--- src/rtl/chunked_addsub_unit_if.sv ---
// Request/response bundle for chunked_addsub_unit.
//   master : producer/consumer side (drives in_valid/op/a/b/carry_in/out_ready)
//   slave  : the unit (drives in_ready/out_valid/result/flags)
interface chunked_addsub_unit_if #(
  parameter int WIDTH = 32
);
  logic             in_valid;
  logic             in_ready;
  logic [1:0]       op;
  logic [WIDTH-1:0] a;
  logic [WIDTH-1:0] b;
  logic             carry_in;
  logic             out_valid;
  logic             out_ready;
  logic [WIDTH-1:0] result;
  logic             flag_c;
  logic             flag_v;
  logic             flag_z;
  logic             flag_n;

  modport master (
    output in_valid, op, a, b, carry_in, out_ready,
    input  in_ready, out_valid, result, flag_c, flag_v, flag_z, flag_n
  );

  modport slave (
    input  in_valid, op, a, b, carry_in, out_ready,
    output in_ready, out_valid, result, flag_c, flag_v, flag_z, flag_n
  );
endinterface

--- src/rtl/chunked_addsub_unit.sv ---
// Multi-cycle add/subtract unit: WIDTH-bit operation evaluated CHUNK bits per
// cycle with a registered inter-chunk carry, so the carry chain is CHUNK deep.
// Ports:
//   clk  - clock, rising edge
//   rst  - synchronous active-high reset
//   bus  - chunked_addsub_unit_if.slave: in_valid/in_ready request handshake
//          with op (00 ADD, 01 ADC, 10 SUB, 11 SBB), a, b, carry_in;
//          out_valid/out_ready response handshake with result and NZCV flags.
module chunked_addsub_unit #(
  parameter int WIDTH = 32,
  parameter int CHUNK = 8
) (
  input  logic                   clk,
  input  logic                   rst,
  chunked_addsub_unit_if.slave   bus
);

  localparam int NCHUNK = WIDTH / CHUNK;
  localparam int KW     = (NCHUNK > 1) ? $clog2(NCHUNK) : 1;

  generate
    if (CHUNK < 1 || CHUNK > WIDTH) begin : g_bad_chunk
      $error("chunked_addsub_unit: CHUNK must be in 1..WIDTH");
    end else if (WIDTH % CHUNK != 0) begin : g_bad_div
      $error("chunked_addsub_unit: WIDTH must be a multiple of CHUNK");
    end
  endgenerate

  typedef enum logic [1:0] {IDLE, BUSY, DONE} state_t;

  state_t           state;
  logic [WIDTH-1:0] a_q;
  logic [WIDTH-1:0] b_q;      // effective B (already inverted for SUB/SBB)
  logic [WIDTH-1:0] acc_q;    // working result; published to bus.result only on the last chunk
  logic             carry_q;
  logic [KW-1:0]    k_q;

  logic [WIDTH-1:0] acc_nxt;
  logic [CHUNK:0]   sum;
  logic             last;
  int               base;

  // One chunk of the ripple per cycle.
  always_comb begin
    base    = int'(k_q) * CHUNK;
    sum     = {1'b0, a_q[base +: CHUNK]} + {1'b0, b_q[base +: CHUNK]}
            + {{CHUNK{1'b0}}, carry_q};
    acc_nxt = acc_q;
    acc_nxt[base +: CHUNK] = sum[CHUNK-1:0];
    last    = (k_q == KW'(NCHUNK - 1));
  end

  always_ff @(posedge clk) begin
    if (rst) begin
      state         <= IDLE;
      a_q           <= '0;
      b_q           <= '0;
      acc_q         <= '0;
      carry_q       <= 1'b0;
      k_q           <= '0;
      bus.in_ready  <= 1'b1;
      bus.out_valid <= 1'b0;
      bus.result    <= '0;
      bus.flag_c    <= 1'b0;
      bus.flag_v    <= 1'b0;
      bus.flag_z    <= 1'b0;
      bus.flag_n    <= 1'b0;
    end else begin
      case (state)
        IDLE: begin
          if (bus.in_valid) begin
            a_q          <= bus.a;
            b_q          <= bus.op[1] ? ~bus.b : bus.b;
            // ADD=0, SUB=1 (two's complement +1), ADC/SBB take carry_in
            carry_q      <= bus.op[0] ? bus.carry_in : bus.op[1];
            acc_q        <= '0;
            k_q          <= '0;
            bus.in_ready <= 1'b0;
            state        <= BUSY;
          end
        end
        BUSY: begin
          acc_q   <= acc_nxt;
          carry_q <= sum[CHUNK];
          k_q     <= k_q + 1'b1;
          if (last) begin
            bus.result    <= acc_nxt;
            bus.flag_c    <= sum[CHUNK];
            bus.flag_v    <= (a_q[WIDTH-1] == b_q[WIDTH-1]) &&
                             (acc_nxt[WIDTH-1] != a_q[WIDTH-1]);
            bus.flag_z    <= ~|acc_nxt;
            bus.flag_n    <= acc_nxt[WIDTH-1];
            bus.out_valid <= 1'b1;
            state         <= DONE;
          end
        end
        DONE: begin
          if (bus.out_ready) begin
            bus.out_valid <= 1'b0;
            bus.in_ready  <= 1'b1;
            state         <= IDLE;
          end
        end
        default: begin
          bus.out_valid <= 1'b0;
          bus.in_ready  <= 1'b1;
          state         <= IDLE;
        end
      endcase
    end
  end

endmodule

--- src/flat_wrapper.sv ---
// flat-port wrapper written by rule: the top's interface ports become plain ports
module chunked_addsub_unit_flat 
#(
  parameter int WIDTH = 32,
  parameter int CHUNK = 8
)
  (clk, rst, bus_in_valid, bus_op, bus_a, bus_b, bus_carry_in, bus_out_ready, bus_in_ready, bus_out_valid, bus_result, bus_flag_c, bus_flag_v, bus_flag_z, bus_flag_n);
  chunked_addsub_unit_if #(.WIDTH(WIDTH)) bus_i ();
  input  logic clk;
  input  logic rst;
  input wire logic [$bits(bus_i.in_valid)-1:0] bus_in_valid;
  input wire logic [$bits(bus_i.op)-1:0] bus_op;
  input wire logic [$bits(bus_i.a)-1:0] bus_a;
  input wire logic [$bits(bus_i.b)-1:0] bus_b;
  input wire logic [$bits(bus_i.carry_in)-1:0] bus_carry_in;
  input wire logic [$bits(bus_i.out_ready)-1:0] bus_out_ready;
  output wire logic [$bits(bus_i.in_ready)-1:0] bus_in_ready;
  output wire logic [$bits(bus_i.out_valid)-1:0] bus_out_valid;
  output wire logic [$bits(bus_i.result)-1:0] bus_result;
  output wire logic [$bits(bus_i.flag_c)-1:0] bus_flag_c;
  output wire logic [$bits(bus_i.flag_v)-1:0] bus_flag_v;
  output wire logic [$bits(bus_i.flag_z)-1:0] bus_flag_z;
  output wire logic [$bits(bus_i.flag_n)-1:0] bus_flag_n;
  assign bus_i.in_valid = bus_in_valid;
  assign bus_i.op = bus_op;
  assign bus_i.a = bus_a;
  assign bus_i.b = bus_b;
  assign bus_i.carry_in = bus_carry_in;
  assign bus_i.out_ready = bus_out_ready;
  assign bus_in_ready = bus_i.in_ready;
  assign bus_out_valid = bus_i.out_valid;
  assign bus_result = bus_i.result;
  assign bus_flag_c = bus_i.flag_c;
  assign bus_flag_v = bus_i.flag_v;
  assign bus_flag_z = bus_i.flag_z;
  assign bus_flag_n = bus_i.flag_n;
  chunked_addsub_unit #(.WIDTH(WIDTH), .CHUNK(CHUNK)) u_core (.clk(clk), .rst(rst), .bus(bus_i));
endmodule
--- config.mk ---
export PLATFORM = sky130hd
export DESIGN_NAME = chunked_addsub_unit_flat
export DESIGN_NICKNAME = d
export VERILOG_FILES = /design/src/rtl/chunked_addsub_unit_if.sv /design/src/rtl/chunked_addsub_unit.sv /design/src/flat_wrapper.sv
export SDC_FILE = /design/constraint.sdc
export NUM_CORES = 1
export LEC_CHECK = 0
export BUFFER_PORTS_ARGS = -buffer_cell sky130_fd_sc_hd__clkbuf_2
export CORE_ASPECT_RATIO = 0.9
export CORE_MARGIN = 8
export CORE_UTILIZATION = 60
export CTS_BUF_LIST = sky130_fd_sc_hd__clkbuf_4 sky130_fd_sc_hd__clkbuf_8 sky130_fd_sc_hd__clkbuf_16
export CTS_CLUSTER_DIAMETER = 80
export DETAILED_ROUTE_END_ITERATION = 12
export MAX_ROUTING_LAYER = met4
export PLACE_DENSITY_LB_ADDON = 0.15
export SYNTH_ARGS = -nofsm -noshare
export SYNTH_HDL_FRONTEND = slang
export SYNTH_SLANG_ARGS = --single-unit
--- constraint.sdc ---
create_clock -name clk -period 8.6 [get_ports clk]
set_input_delay 1.72 -clock clk [delete_from_list [all_inputs] [get_ports clk]]
set_output_delay 1.72 -clock clk [all_outputs]
set_load 0.005 [all_outputs]
======== Yosys cells after proc, flatten, opt, wreduce, memory -nomap -nowiden ========
Cells that the tools add are included.
word-level totals
  register bits after elaboration ......... 139
  latch bits .............................. 0
  memory bits (writable) .................. 0
  memory bits (read-only) ................. 0
  input port bits ......................... 71
  output and inout port bits .............. 38
  logic and storage cells ................. 62
  memories kept ........................... 0
operators by class
  add/subtract/negate cells ............... 4
  $mul .................................... 0
  divide/modulo/power cells ............... 0
  magnitude comparators ................... 0
  equal/unequal tests ..................... 8
  shift-type cells ........................ 4
  multiplexer cells ....................... 19
  bitwise operators ....................... 3
  reduce and logical (&&, ||, !) cells .... 11
operator list
  kind                                                    count
  2-to-1 mux 32 bit                                       2
  one-hot mux 32 bit (2 select lines)                     1
  variable part select 32 x 6 -> 8 bit                    2
  negation 5 -> 33 bit                                    1
  variable shift 8 x 33 -> 32 bit (first input constant)  1
  variable part select 8 x 33 -> 32 bit                   1
  bitwise mux 32 bit                                      1
  inverter 32 bit                                         1
  OR reduction 32 bit                                     1
  adder 8 x 8 -> 9 bit                                    1
  adder 9 x 1 -> 9 bit                                    1
  AND reduction 3 bit                                     3
  2-to-1 mux 2 bit                                        4
  2-to-1 mux 1 bit                                        6
  one-hot mux 1 bit (3 select lines)                      2
  one-hot mux 2 bit (3 select lines)                      1
  AND reduction 2 bit                                     3
  equality test 2 bit (second input constant)             2
  inequality test 2 bit (second input constant)           2
  one-hot mux 2 bit (2 select lines)                      1
  adder 2 x 1 -> 2 bit (second input constant)            1
  equality test 2 x 1 -> 1 bit (second input constant)    1
  logical NOT 2 bit                                       1
  inequality test 2 x 1 -> 1 bit (second input constant)  1
  other kinds (7)                                         8

======== Depth between registers and ports, before layout ========
  depth in word-level cells ............... 7
  depth in mapped cells ................... 13
  mapped depth without buffers ............ 11

======== Worst setup path before layout ========
No wires, ideal clock.
  path kind ............................... reg-to-reg
  start ................................... reg u_core.k_q[0]
  end ..................................... reg u_core.bus.flag_z
  library setup time ...................... 0.069 ns
  arrival time ............................ 3.679 ns
  data required time ...................... 8.531 ns
  slack ................................... 4.852 ns
  cell stages (with the launch flop) ...... 14
  buffers on the path ..................... 2
  clock period less this slack ............ 3.748 ns
  cell sequence ........................... dfxtp_1 -> buf_6 -> clkbuf_1 -> mux4_2 -> fa_1 -> inv_1 -> fa_1 -> xnor2_1 -> a22o_1 -> or4_1 -> nor4_1 -> nor4b_2 -> nand4_1 -> o21ai_1
between the ends
  word-level cells in the longest chain between the ends .. 7
  elaborated cells on any way between the ends .. 12
  classes of those cells .................. 3 x add/sub; 1 x eq/ne; 4 x shift; 1 x mux; 3 x reduce/logical
ends and longest elaborated chain
  item                                   RTL line                      RTL
  from (decl)                            chunked_addsub_unit.sv:36     logic [KW-1:0] k_q;
  from (signal assigned)                 chunked_addsub_unit.sv:85     k_q <= k_q + 1'b1;
  variable part select 32 x 6 -> 8 bit   chunked_addsub_unit.sv:46     sum = {1'b0, a_q[base +: CHUNK]} + {1'b0, b_q[base +: CHUNK]}
  adder 8 x 8 -> 9 bit                   chunked_addsub_unit.sv:46
  adder 9 x 1 -> 9 bit                   chunked_addsub_unit.sv:47     + {{CHUNK{1'b0}}, carry_q};
  variable part select 8 x 33 -> 32 bit  chunked_addsub_unit.sv:49     acc_nxt[base +: CHUNK] = sum[CHUNK-1:0];
  bitwise mux 32 bit                     chunked_addsub_unit.sv:49
  OR reduction 32 bit                    chunked_addsub_unit.sv:91     bus.flag_z <= ~|acc_nxt;
  logical NOT 1 bit                      chunked_addsub_unit.sv:91
  to (signal assigned)                   chunked_addsub_unit.sv:91
  to (decl)                              chunked_addsub_unit_if.sv:28  output in_ready, out_valid, result, flag_c, flag_v, flag_z, flag_n
Parallel ways exist; a longest one is shown, timed or not.
A chain may end at the register's enable or synchronous reset.

======== Final worst setup path ========
  start ................................... reg u_core.k_q[1]
  end ..................................... reg u_core.bus.result[14]
between the ends
  word-level cells in the longest chain between the ends .. 5
  elaborated cells on any way between the ends .. 10
  classes of those cells .................. 3 x add/sub; 1 x eq/ne; 4 x shift; 1 x mux; 1 x reduce/logical
ends and longest elaborated chain
  item                                   RTL line                      RTL
  variable part select 32 x 6 -> 8 bit   chunked_addsub_unit.sv:46
  adder 8 x 8 -> 9 bit                   chunked_addsub_unit.sv:46
  adder 9 x 1 -> 9 bit                   chunked_addsub_unit.sv:47
  variable part select 8 x 33 -> 32 bit  chunked_addsub_unit.sv:49
  bitwise mux 32 bit                     chunked_addsub_unit.sv:49
  to (signal assigned)                   chunked_addsub_unit.sv:87     bus.result <= acc_nxt;
  to (decl)                              chunked_addsub_unit_if.sv:28
Parallel ways exist; a longest one is shown, timed or not.

==> reports/metrics.cfg <==
[worst_setup_path]
criticalPathCategory=reg -> reg
rr_startpoint=u_core.k_q[1]$_SDFFE_PP0P_
start_kind=flip-flop
critPathCaptureType=flip-flop
r2r_end=u_core.bus.result[14]$_SDFFE_PP0P_
crit_arrival_ps=4510
cp_common_cell=fa_1
startpoint=u_core.k_q[1]$_SDFFE_PP0P_
path_cells=mux4_2 -> fa_1 -> inv_1 -> fa_1 -> nand2b_1 -> a21oi_1 -> o311ai_0 -> a22oi_1 -> a211oi_1
worst-r2r-cell-count=9
cp_max_fo=21
rrSetupSlack_ps=4430
cpPeakStageDelay_ps=1090
crit_required_ps=8930
cp-endpoint=u_core.bus.result[14]$_SDFFE_PP0P_
cp_slowest_cell=o311ai_0

[logic_synthesis]
syn-cell-area_um2=6430
yosysSeqAreaShare=0.430
yosysUniqueCellTypes=54
async_flop_share=0
synthTopCellsByArea=dfxtp_1 43%, nor2_1 6.7%, a211oi_1 5.6%
synth_cells=752
synth.net_count=838
synth_top_cell_area_share=0.430
syn_area_per_cell_um2=8.55
synth-edff-count=0
synth_flop_cell=dfxtp_1
synth-seq-cells=138
synth_warnings=0
synth_top_area_cell=dfxtp_1

[clock_tree]
post_cts_resize_count=0
cts_setup_buffers=0
clock_path_buffers=2
clkTransAtPathRegs_ps=60
clock_sinks=138
cts_tree=built
numCtsBuffers=17
clkLatencyLatePin_ps=430
holdBufCountCts=0
cts-root-buf=clkbuf_16
htreeDepth=4

[timing]
final-setup-viol-count=0
max_freq_mhz=240
max_slew.worst_pin.slew_ps=1310
whs_ps=452
grt_setup_unrepaired=no
final_hold_viol_count=0
relSlewSlack=0.119
layout_min_cycle_time_ps=4170
fin_tns_setup_ps=0
post-route-period-util=0.485
fin_worst_skew_ps=14.9
drv_slew=0

[global_routing]
antenna_found_initial=0
grt_start_max_net_pins=103
grt-ovfl-total=0
grtUsageTotal=0.251
grt_pass1_vias=5789
grt_pass1_wl_um=28100

[final_layout]
final_cell_area_um2=7620
seqCellArea_um2=2760
syn2layout_area_growth_pct=18.5
n_antenna_cell=0
final_common_cell=dfxtp_1
multiInputGateArea_um2=3380
drive_gt1_frac=0.201
finalNetCount=910
fill_cells=823
most-common-layout-cells=138 x dfxtp_1, 114 x nor2_1, 107 x clkbuf_2

[placement]
placed_area_um2=6950
io_buffers=108
gp_congestion=0.859
place_hpwl_um=11900

[power_and_ir_drop]
p_int_mw=1.30
pwr_density_cell_nw_per_um2=226
ir_drop_mv=0.170
leakage_nw=2.94
power_frac_comb=0.122
clockPowerShare=0.480
p_total_mw=1.72
netSwitchingFraction=0.246
switchingPower_mw=0.424
seqPwrFrac=0.398

[drt]
drc=0
drt-pass1-iter-count=6
drt-initial-drc-count=471
avgRoutedWirePerCell_um=17.8
final_antenna_net_count=0
routed_wl_um=17300
vias_per_cell=5.94
dr_total_vias=5758

[die]
die-area_um2=14300
floorplan.rows=36
core_um2=10600
die_h_um=114
chipWidth_um=125
io_pins=109
initial_utilization=0.605

[run]
cap_violations=0

[min_path]
hp-class=reg -> reg

[status]
status=finished, final reports clean

## worst max-delay path: cells and delay by family, from the launching register on
kind,cells,cell delay (ps)
AND/OR/NAND/NOR,1,180
adder cells (fa/ha/maj),2,640
AO/OA/AOI/OAI,4,1810
multiplexers,1,430
flip-flops,1,940
buffers and inverters,1,80
## routing by layer
layer / vias up / global-route usage / wire (µm) / share of wire
met1: 2732 / 0.273 / 7260 / 0.42
li1: 2806 / - / - / -
met2: 178 / 0.432 / 8800 / 0.51
met3: 42 / 0.0619 / 736 / 0.043
met4: 0 / 0.111 / 480 / 0.028
met5: - / - / 0 / 0
## metrics by stage
step,util,std cells,setup WS [ps]
final,0.717,970,4430
after CTS,0.717,970,4540
after global routing,0.717,970,4230
after floorplan,-,752,4850
after detailed placement,0.654,938,4600
after global placement,0.654,938,4770
## power groups by stage
stage | sequential (mW) | combinational (mW) | clock [mW]
CTS | 0.686 | 0.208 | 0.833
detailed placement | 0.699 | 0.205 | 0
floorplan | 0.689 | 0.150 | 0
global placement | 0.697 | 0.200 | 0
global route | 0.688 | 0.230 | 0.864
finish | 0.686 | 0.210 | 0.828
## area by class of cell
cell class | count | share of cell area
Tap cell | 133 | 0.0218
Timing Repair Buffer | 116 | 0.0791
Clock buffer | 19 | 0.0586
Multi-Input combinational cell | 540 | 0.443
Clock inverter | 13 | 0.0292
Sequential cell | 138 | 0.363
Inverter | 11 | 0.00542
## Yosys cell counts (all sizes together) (3+ instances only)
library cell    n
nor4            4
nand2          92
o2bb2ai         6
mux4           16
nand3          24
or4             4
a211oi         48
nor2          115
xnor2          36
buf            14
nand2b          7
inv            10
a31oi          10
o21bai          3
o21ai          11
o21a            5
nor3           20
nor2b           5
a22oi           7
a21oi          70
a22o           12
dfxtp         138
clkbuf         49
ha             13
## logic make-up after synthesis
family,count (synthesis),synth area share
DFF,138,0.430
buffers and inverters,74,0.0467
AOI/OAI and AO/OA,187,0.191
xor gates and xnor gates,38,0.0518
muxes,17,0.0576
and+or+nand+nor,283,0.192
adders and majority gates,15,0.0315
## how the worst min path moves through the flow
stage                                      from                     endpoint  slack, ps  cells past startpoint
finish              u_core.a_q[23]$_SDFFE_PP0P_  u_core.a_q[23]$_SDFFE_PP0P_        450                      2
detailed placement  u_core.a_q[23]$_SDFFE_PP0P_  u_core.a_q[23]$_SDFFE_PP0P_        450                      2
global placement     u_core.a_q[3]$_SDFFE_PP0P_   u_core.a_q[3]$_SDFFE_PP0P_        440                      2
floorplan           u_core.a_q[16]$_SDFFE_PP0P_  u_core.a_q[16]$_SDFFE_PP0P_        430                      2
CTS                 u_core.a_q[23]$_SDFFE_PP0P_  u_core.a_q[23]$_SDFFE_PP0P_        450                      2
global route        u_core.a_q[23]$_SDFFE_PP0P_  u_core.a_q[23]$_SDFFE_PP0P_        470                      2
## flip-flops by register name (all words and copies together) (netlist names)
signal	flops
u_core.bus.result	32
u_core.bus.flag_v	1
u_core.b_q	32
u_core.bus.in_ready	1
u_core.a_q	32
u_core.bus.out_valid	1
u_core.state	2
u_core.acc_q	32
u_core.bus.flag_z	1
u_core.carry_q	1
u_core.k_q	2
u_core.bus.flag_c	1
Note: power is estimated with default switching activity, not from simulation.
